`src/rtl/alu_pkg.sv`:
```
// Shared ALU-control definitions: ALU codes, ALUOp encodings, LEGv8 opcode patterns.
package alu_pkg;

    // ALU operation codes consumed by the 64-bit ALU
    localparam logic [3:0] ALU_AND = 4'd0;
    localparam logic [3:0] ALU_OR  = 4'd1;
    localparam logic [3:0] ALU_ADD = 4'd2;
    localparam logic [3:0] ALU_SUB = 4'd6;
    localparam logic [3:0] ALU_SLT = 4'd7;   // defined for the ALU, never produced here
    localparam logic [3:0] ALU_NOR = 4'd12;  // defined for the ALU, never produced here
    localparam logic [3:0] ALU_ILL = 4'd15;  // ALU outputs zero for this code

    // ALUOp encodings from main control
    typedef enum logic [1:0] {
        ALUOP_MEM = 2'b00,
        ALUOP_CBZ = 2'b01,
        ALUOP_R   = 2'b10,
        ALUOP_I   = 2'b11
    } aluop_t;

    // R-type opcodes, full instruction[31:21]
    localparam logic [10:0] OP_ADD = 11'b10001011000;
    localparam logic [10:0] OP_SUB = 11'b11001011000;
    localparam logic [10:0] OP_AND = 11'b10001010000;
    localparam logic [10:0] OP_ORR = 11'b10101010000;

    // I-type opcodes, matched on instruction[31:22] only
    localparam logic [9:0] OP_ADDI = 10'b1001000100;
    localparam logic [9:0] OP_SUBI = 10'b1101000100;
    localparam logic [9:0] OP_ANDI = 10'b1001001000;
    localparam logic [9:0] OP_ORRI = 10'b1011001000;

    // One decoded entry as held in the main/skid registers
    typedef struct packed {
        logic [3:0] ctr;
        logic       ill;
    } ctl_entry_t;

endpackage

```
`src/rtl/alu_ctl_decode.sv`:
```
// Combinational ALU-control decode: (opcode, aluop) -> (alu_ctr, illegal).
// Shared with the single-cycle CPU, so it carries no state.
module alu_ctl_decode
    import alu_pkg::*;
(
    input  logic [10:0] opcode,
    input  logic [1:0]  aluop,
    output logic [3:0]  alu_ctr,
    output logic        illegal
);

    // Select the ALU code from ALUOp, falling back to the illegal code for unknown R/I opcodes
    always_comb begin
        alu_ctr = ALU_ILL;
        illegal = 1'b1;
        case (aluop)
            ALUOP_MEM: begin alu_ctr = ALU_ADD; illegal = 1'b0; end
            ALUOP_CBZ: begin alu_ctr = ALU_SUB; illegal = 1'b0; end
            ALUOP_R: begin
                case (opcode)
                    OP_ADD:  begin alu_ctr = ALU_ADD; illegal = 1'b0; end
                    OP_SUB:  begin alu_ctr = ALU_SUB; illegal = 1'b0; end
                    OP_AND:  begin alu_ctr = ALU_AND; illegal = 1'b0; end
                    OP_ORR:  begin alu_ctr = ALU_OR;  illegal = 1'b0; end
                    default: begin alu_ctr = ALU_ILL; illegal = 1'b1; end
                endcase
            end
            ALUOP_I: begin
                case (opcode[10:1])
                    OP_ADDI: begin alu_ctr = ALU_ADD; illegal = 1'b0; end
                    OP_SUBI: begin alu_ctr = ALU_SUB; illegal = 1'b0; end
                    OP_ANDI: begin alu_ctr = ALU_AND; illegal = 1'b0; end
                    OP_ORRI: begin alu_ctr = ALU_OR;  illegal = 1'b0; end
                    default: begin alu_ctr = ALU_ILL; illegal = 1'b1; end
                endcase
            end
            default: begin alu_ctr = ALU_ILL; illegal = 1'b1; end
        endcase
    end

endmodule

```
`src/rtl/alu_ctl_stage.sv`:
```
// Registered ALU-control stage at the ID/EX boundary: decode on input, main register
// plus one skid entry for full throughput under back-pressure, flush on redirect and
// a saturating count of illegal entries delivered to EX.
module alu_ctl_stage
    import alu_pkg::*;
#(
    parameter int CNT_W = 8
) (
    input  logic             clk,
    input  logic             rst_n,
    input  logic             in_valid,
    output logic             in_ready,
    input  logic [10:0]      opcode,
    input  logic [1:0]       aluop,
    input  logic             flush,
    output logic             out_valid,
    input  logic             out_ready,
    output logic [3:0]       alu_ctr,
    output logic             illegal,
    output logic [CNT_W-1:0] illegal_cnt
);

    localparam logic [CNT_W-1:0] CNT_MAX = {CNT_W{1'b1}};
    localparam ctl_entry_t ENTRY_ZERO = '{ctr: 4'd0, ill: 1'b0};

    ctl_entry_t       dec_s;
    ctl_entry_t       main_r, main_n_s;
    ctl_entry_t       skid_r, skid_n_s;
    logic             main_v_r, main_v_n_s;
    logic             skid_v_r, skid_v_n_s;
    logic             in_ready_r;
    logic [CNT_W-1:0] cnt_r, cnt_n_s;
    logic             accept_s;
    logic             deliver_s;

    alu_ctl_decode u_decode (
        .opcode  (opcode),
        .aluop   (aluop),
        .alu_ctr (dec_s.ctr),
        .illegal (dec_s.ill)
    );

    assign accept_s  = in_valid && in_ready_r;
    assign deliver_s = main_v_r && out_ready;

    // Next state of main/skid: flush clears everything, otherwise keep FIFO order
    always_comb begin
        main_v_n_s = main_v_r;
        main_n_s   = main_r;
        skid_v_n_s = skid_v_r;
        skid_n_s   = skid_r;
        if (flush) begin
            main_v_n_s = 1'b0;
            main_n_s   = ENTRY_ZERO;
            skid_v_n_s = 1'b0;
            skid_n_s   = ENTRY_ZERO;
        end else if (!main_v_r || deliver_s) begin
            if (skid_v_r) begin
                // Older skid entry advances; a new entry takes its place behind it
                main_v_n_s = 1'b1;
                main_n_s   = skid_r;
                skid_v_n_s = accept_s;
                skid_n_s   = accept_s ? dec_s : skid_r;
            end else begin
                // Main empty or draining: new entry goes straight to main;
                // otherwise the last value stays visible on alu_ctr/illegal
                main_v_n_s = accept_s;
                main_n_s   = accept_s ? dec_s : main_r;
            end
        end else begin
            // Main stalled: an accepted entry parks in the skid slot, which is empty
            // whenever in_ready was high
            if (accept_s) begin
                skid_v_n_s = 1'b1;
                skid_n_s   = dec_s;
            end else begin
                skid_v_n_s = skid_v_r;
                skid_n_s   = skid_r;
            end
        end
    end

    // Illegal counter: counts deliveries of illegal entries, including on a flush cycle
    always_comb begin
        cnt_n_s = cnt_r;
        if (deliver_s && main_r.ill && (cnt_r != CNT_MAX)) begin
            cnt_n_s = cnt_r + {{(CNT_W-1){1'b0}}, 1'b1};
        end else begin
            cnt_n_s = cnt_r;
        end
    end

    // State registers with synchronous active-low reset; in_ready tracks the next skid state
    always_ff @(posedge clk) begin
        if (!rst_n) begin
            main_v_r   <= 1'b0;
            main_r     <= ENTRY_ZERO;
            skid_v_r   <= 1'b0;
            skid_r     <= ENTRY_ZERO;
            in_ready_r <= 1'b1;
            cnt_r      <= {CNT_W{1'b0}};
        end else begin
            main_v_r   <= main_v_n_s;
            main_r     <= main_n_s;
            skid_v_r   <= skid_v_n_s;
            skid_r     <= skid_n_s;
            in_ready_r <= !skid_v_n_s;
            cnt_r      <= cnt_n_s;
        end
    end

    assign in_ready    = in_ready_r;
    assign out_valid   = main_v_r;
    assign alu_ctr     = main_r.ctr;
    assign illegal     = main_r.ill;
    assign illegal_cnt = cnt_r;

endmodule
```
`config.mk`:
```
export PLATFORM = sky130hd
export DESIGN_NAME = alu_ctl_stage
export DESIGN_NICKNAME = d
export VERILOG_FILES = /design/src/rtl/alu_pkg.sv /design/src/rtl/alu_ctl_decode.sv /design/src/rtl/alu_ctl_stage.sv
export SDC_FILE = /design/constraint.sdc
export NUM_CORES = 1
export LEC_CHECK = 0
export BUFFER_PORTS_ARGS = -buffer_cell sky130_fd_sc_hd__clkbuf_2
export CAP_MARGIN = 20
export CORE_ASPECT_RATIO = 0.9
export CORE_MARGIN = 5
export CORE_UTILIZATION = 53
export DETAILED_ROUTE_END_ITERATION = 16
export PLACE_DENSITY = 0.82
export RECOVER_POWER = 50
export SKIP_CTS_REPAIR_TIMING = 1
export SLEW_MARGIN = 10
export SYNTH_ARGS = -nofsm -noshare
export SYNTH_HDL_FRONTEND = slang
export SYNTH_SLANG_ARGS = --single-unit
export TNS_END_PERCENT = 100
```
`constraint.sdc`:
```
create_clock -name clk -period 2.7 [get_ports clk]
set_input_delay 0.135 -clock clk [delete_from_list [all_inputs] [get_ports clk]]
set_output_delay 0.135 -clock clk [all_outputs]
set_load 0.03 [all_outputs]
```
==> run summary <==
Outcome - finished, final reports clean
Syn nets - 142
Post-detail-place hpwl - 1.93 mm
Clk buf depth - 2
DRT iter0 DRCs - 23
CP startpoint kind - register
CP top delay family - flip-flops
Clock-pin slew on the worst setup and hold paths - 0.11 ns
Crit path launch - illegal_cnt[0]$_SDFFE_PN0P_
Final instance area - 1270 um2
CP required - 2.91 ns
Seq/Total Area, Yosys - 38.7%
CTS tree - built
Mean post-synth cell area - 8.83 um2
DR WL/cell - 13.6 um
CP Data Arrival Time - 1.83 ns
Post-route DRC - 0
Setup_tns - 0 ns
Slew HR - 69.5%
Power, Total - 538 uW
Synth cell types - 37
Worst-Skew Late Latency - 0.31 ns
Min cycle time layout - 1.62 ns
Routed Antenna Nets - 0
Worst clock skew - 0.00304 ns
# setup viols final - 0
Max-slew violations - 0
Pin count of the biggest net entering global routing - 12
Area Overhead vs Synth - 16.8%
Leak pwr - 0.000484 uW
Critical path's largest stage delay - 0.41 ns
Vias - 1,034
#FFs+latches synth - 21
DIE AREA - 3060 um2
Min-Delay Path Class - in -> reg
Total track usage - 18.0%
Drt via density - 5.68
Setup CP Type - reg -> reg
Final Wtd Congestion - 0.812
Clock root buffer - clkbuf_4
Mapped cell area - 1090 um2
Slowest-stage cell, CP - dfxtp_1
I/O pin cnt - 33
Synth warn - 0
Layout cells sized above 1 - 17.2%
Number of buffers created by CTS - 3
Die X - 57.7 um
First-pass GRT wire length - 4.20 mm
Sink Count - 21
H-tree levels - 1
CP max FO - 10
RSZ-0062 raised after global routing - no
Hold_sp - flush
F_max - 618 MHz
Nets - 177
Initial core utilization - 56.2%
IO Port Bufs - 32
Std cell rows - 15
Initial antenna violation count - 0
Cells along the critical path - ha_1 -> nand3_1 -> o2111ai_4 -> nor3_1 -> xor2_1 -> and2_1
PwrDens - 424 nW/um2
RR Startpoint - illegal_cnt[0]$_SDFFE_PN0P_
Core Area - 1930 um2
Max rail drop VDD - 0.319 mV
CP endpoint kind - register
Routed Wire Length - 2.47 mm
Area after DPL - 1260 um2
First-pass DRT Iterations - 4
Ant. Diodes - 0
Vias in the first global route - 989
GRT Residual Overflow - 0
Die height - 52.9 um
Cell count after synthesis - 123
Final-report hold violation count - 0
Max-cap violation count - 0
Final period utilization - 60.0%
CP bufs+invs - 0
Actual slew at the worst max-slew pin - 0.456 ns
per-layer routing:
layer	GRT usage, %	vias up	share of wire [%]
met5	0	-	0
met2	32.3	40	50
met3	5.61	4	8.7
met1	19.6	480	40
li1	-	510	-
met4	6.95	0	1.2
layout make-up:
class | instances | area, um2
Multi-Input combinational cell | 96 | 634
Tap cell | 25 | 31.3
Clock buffer | 4 | 26.3
Sequential cell | 21 | 420
Inverter | 4 | 15.0
Timing Repair Buffer | 32 | 141
Fill cell | 174 | 664
cells by family (layout without fill, tap and decap cells):
| kind of cell | count (synthesis) | count (layout) | share of synthesized area [%] |
|---|---|---|---|
| simple gates | 56 | 56 | 28.9 |
| compound gates | 31 | 31 | 21.5 |
| flops | 21 | 21 | 38.7 |
| buf+inv | 6 | 40 | 2.88 |
| xor+xnor | 5 | 5 | 4.03 |
| fa+ha+maj | 2 | 2 | 2.07 |
| mux | 2 | 2 | 1.84 |
cell usage after synthesis:
master	n	area, um2
buf_2	1	5.00
and2_0	1	6.26
xor2_1	4	35.0
a21boi_0	2	15.0
mux2i_1	2	20.0
nor2_1	7	26.3
a311oi_2	1	15.0
nand2b_1	2	12.5
ha_1	1	12.5
and2b_1	2	15.0
o221a_4	1	20.0
inv_1	4	15.0
nand3_2	1	10.0
or3_1	2	12.5
xnor2_1	1	8.76
o2111ai_4	1	26.3
a21oi_1	7	35.0
nor2b_1	5	31.3
nand2_1	9	33.8
o21ai_0	9	45.0
o22ai_1	2	12.5
o21ai_2	1	8.76
nor4b_4	1	23.8
o41ai_1	1	8.76
a32oi_1	1	8.76
o21bai_1	1	7.51
a31oi_1	2	12.5
nor3_1	8	40.0
maj3_1	1	10.0
nor4b_1	1	8.76
a21boi_2	1	11.3
buf_6	1	11.3
nand4_1	2	12.5
and2_1	5	31.3
nand3_1	10	50.1
a21o_1	1	7.51
dfxtp_1	21	420
path summary, 6_finish.rpt:
path | end | slack, ns | cells past startpoint
worst max register to register | illegal_cnt[5]$_SDFFE_PN0P_ | 1.08 | 6
worst min register to register | skid_r[4]$_SDFFE_PP0P_ | 0.47 | 2
worst max-delay path | illegal_cnt[5]$_SDFFE_PN0P_ | 1.08 | 6
worst min-delay path | in_ready$_SDFF_PN1_ | 0.14 | 3
metrics by stage:
stage	utilization [%]	setup slack, ns	hold WS (ns)	instances
after floorplan	-	0.960	0.257	123
after global placement	65.2	1.16	0.447	178
after detailed placement	65.2	1.10	0.447	178
after CTS	66.6	1.09	0.133	182
after global routing	65.6	0.970	0.166	182
final	65.6	1.08	0.143	182
cell usage in the layout (no fill, tap or decap), types with 3 or more instances in the layout:
cell,n
nor2b_1,5
clkbuf_4,3
o21ai_0,9
a21oi_1,7
inv_1,4
nor3_1,8
nor2_1,7
nand2_1,9
dfxtp_1,21
nand3_1,10
clkbuf_2,17
xor2_1,4
and2_1,5
clkbuf_1,16
worst register-to-register path: cells and delay by family, from the launching register on:
kind,cells,cell delay (ns)
AOI/OAI and AO/OA,1,0.34
xor gates and xnor gates,1,0.15
DFF,1,0.41
adders and majority gates,1,0.23
and+or+nand+nor,3,0.40
registers in the layout, summed over array words and instances (netlist names):
name / count
skid_v_r: 1
in_ready: 1
alu_ctr: 4
illegal_cnt: 8
out_valid: 1
skid_r: 5
illegal: 1
where the power goes:
| group | switching, uW | internal [uW] |
|---|---|---|
| Clock | 92.9 | 57.7 |
| Combinational | 41.9 | 26.8 |
| Sequential | 4.12 | 315 |
Note: power is estimated with default switching activity, not from simulation.
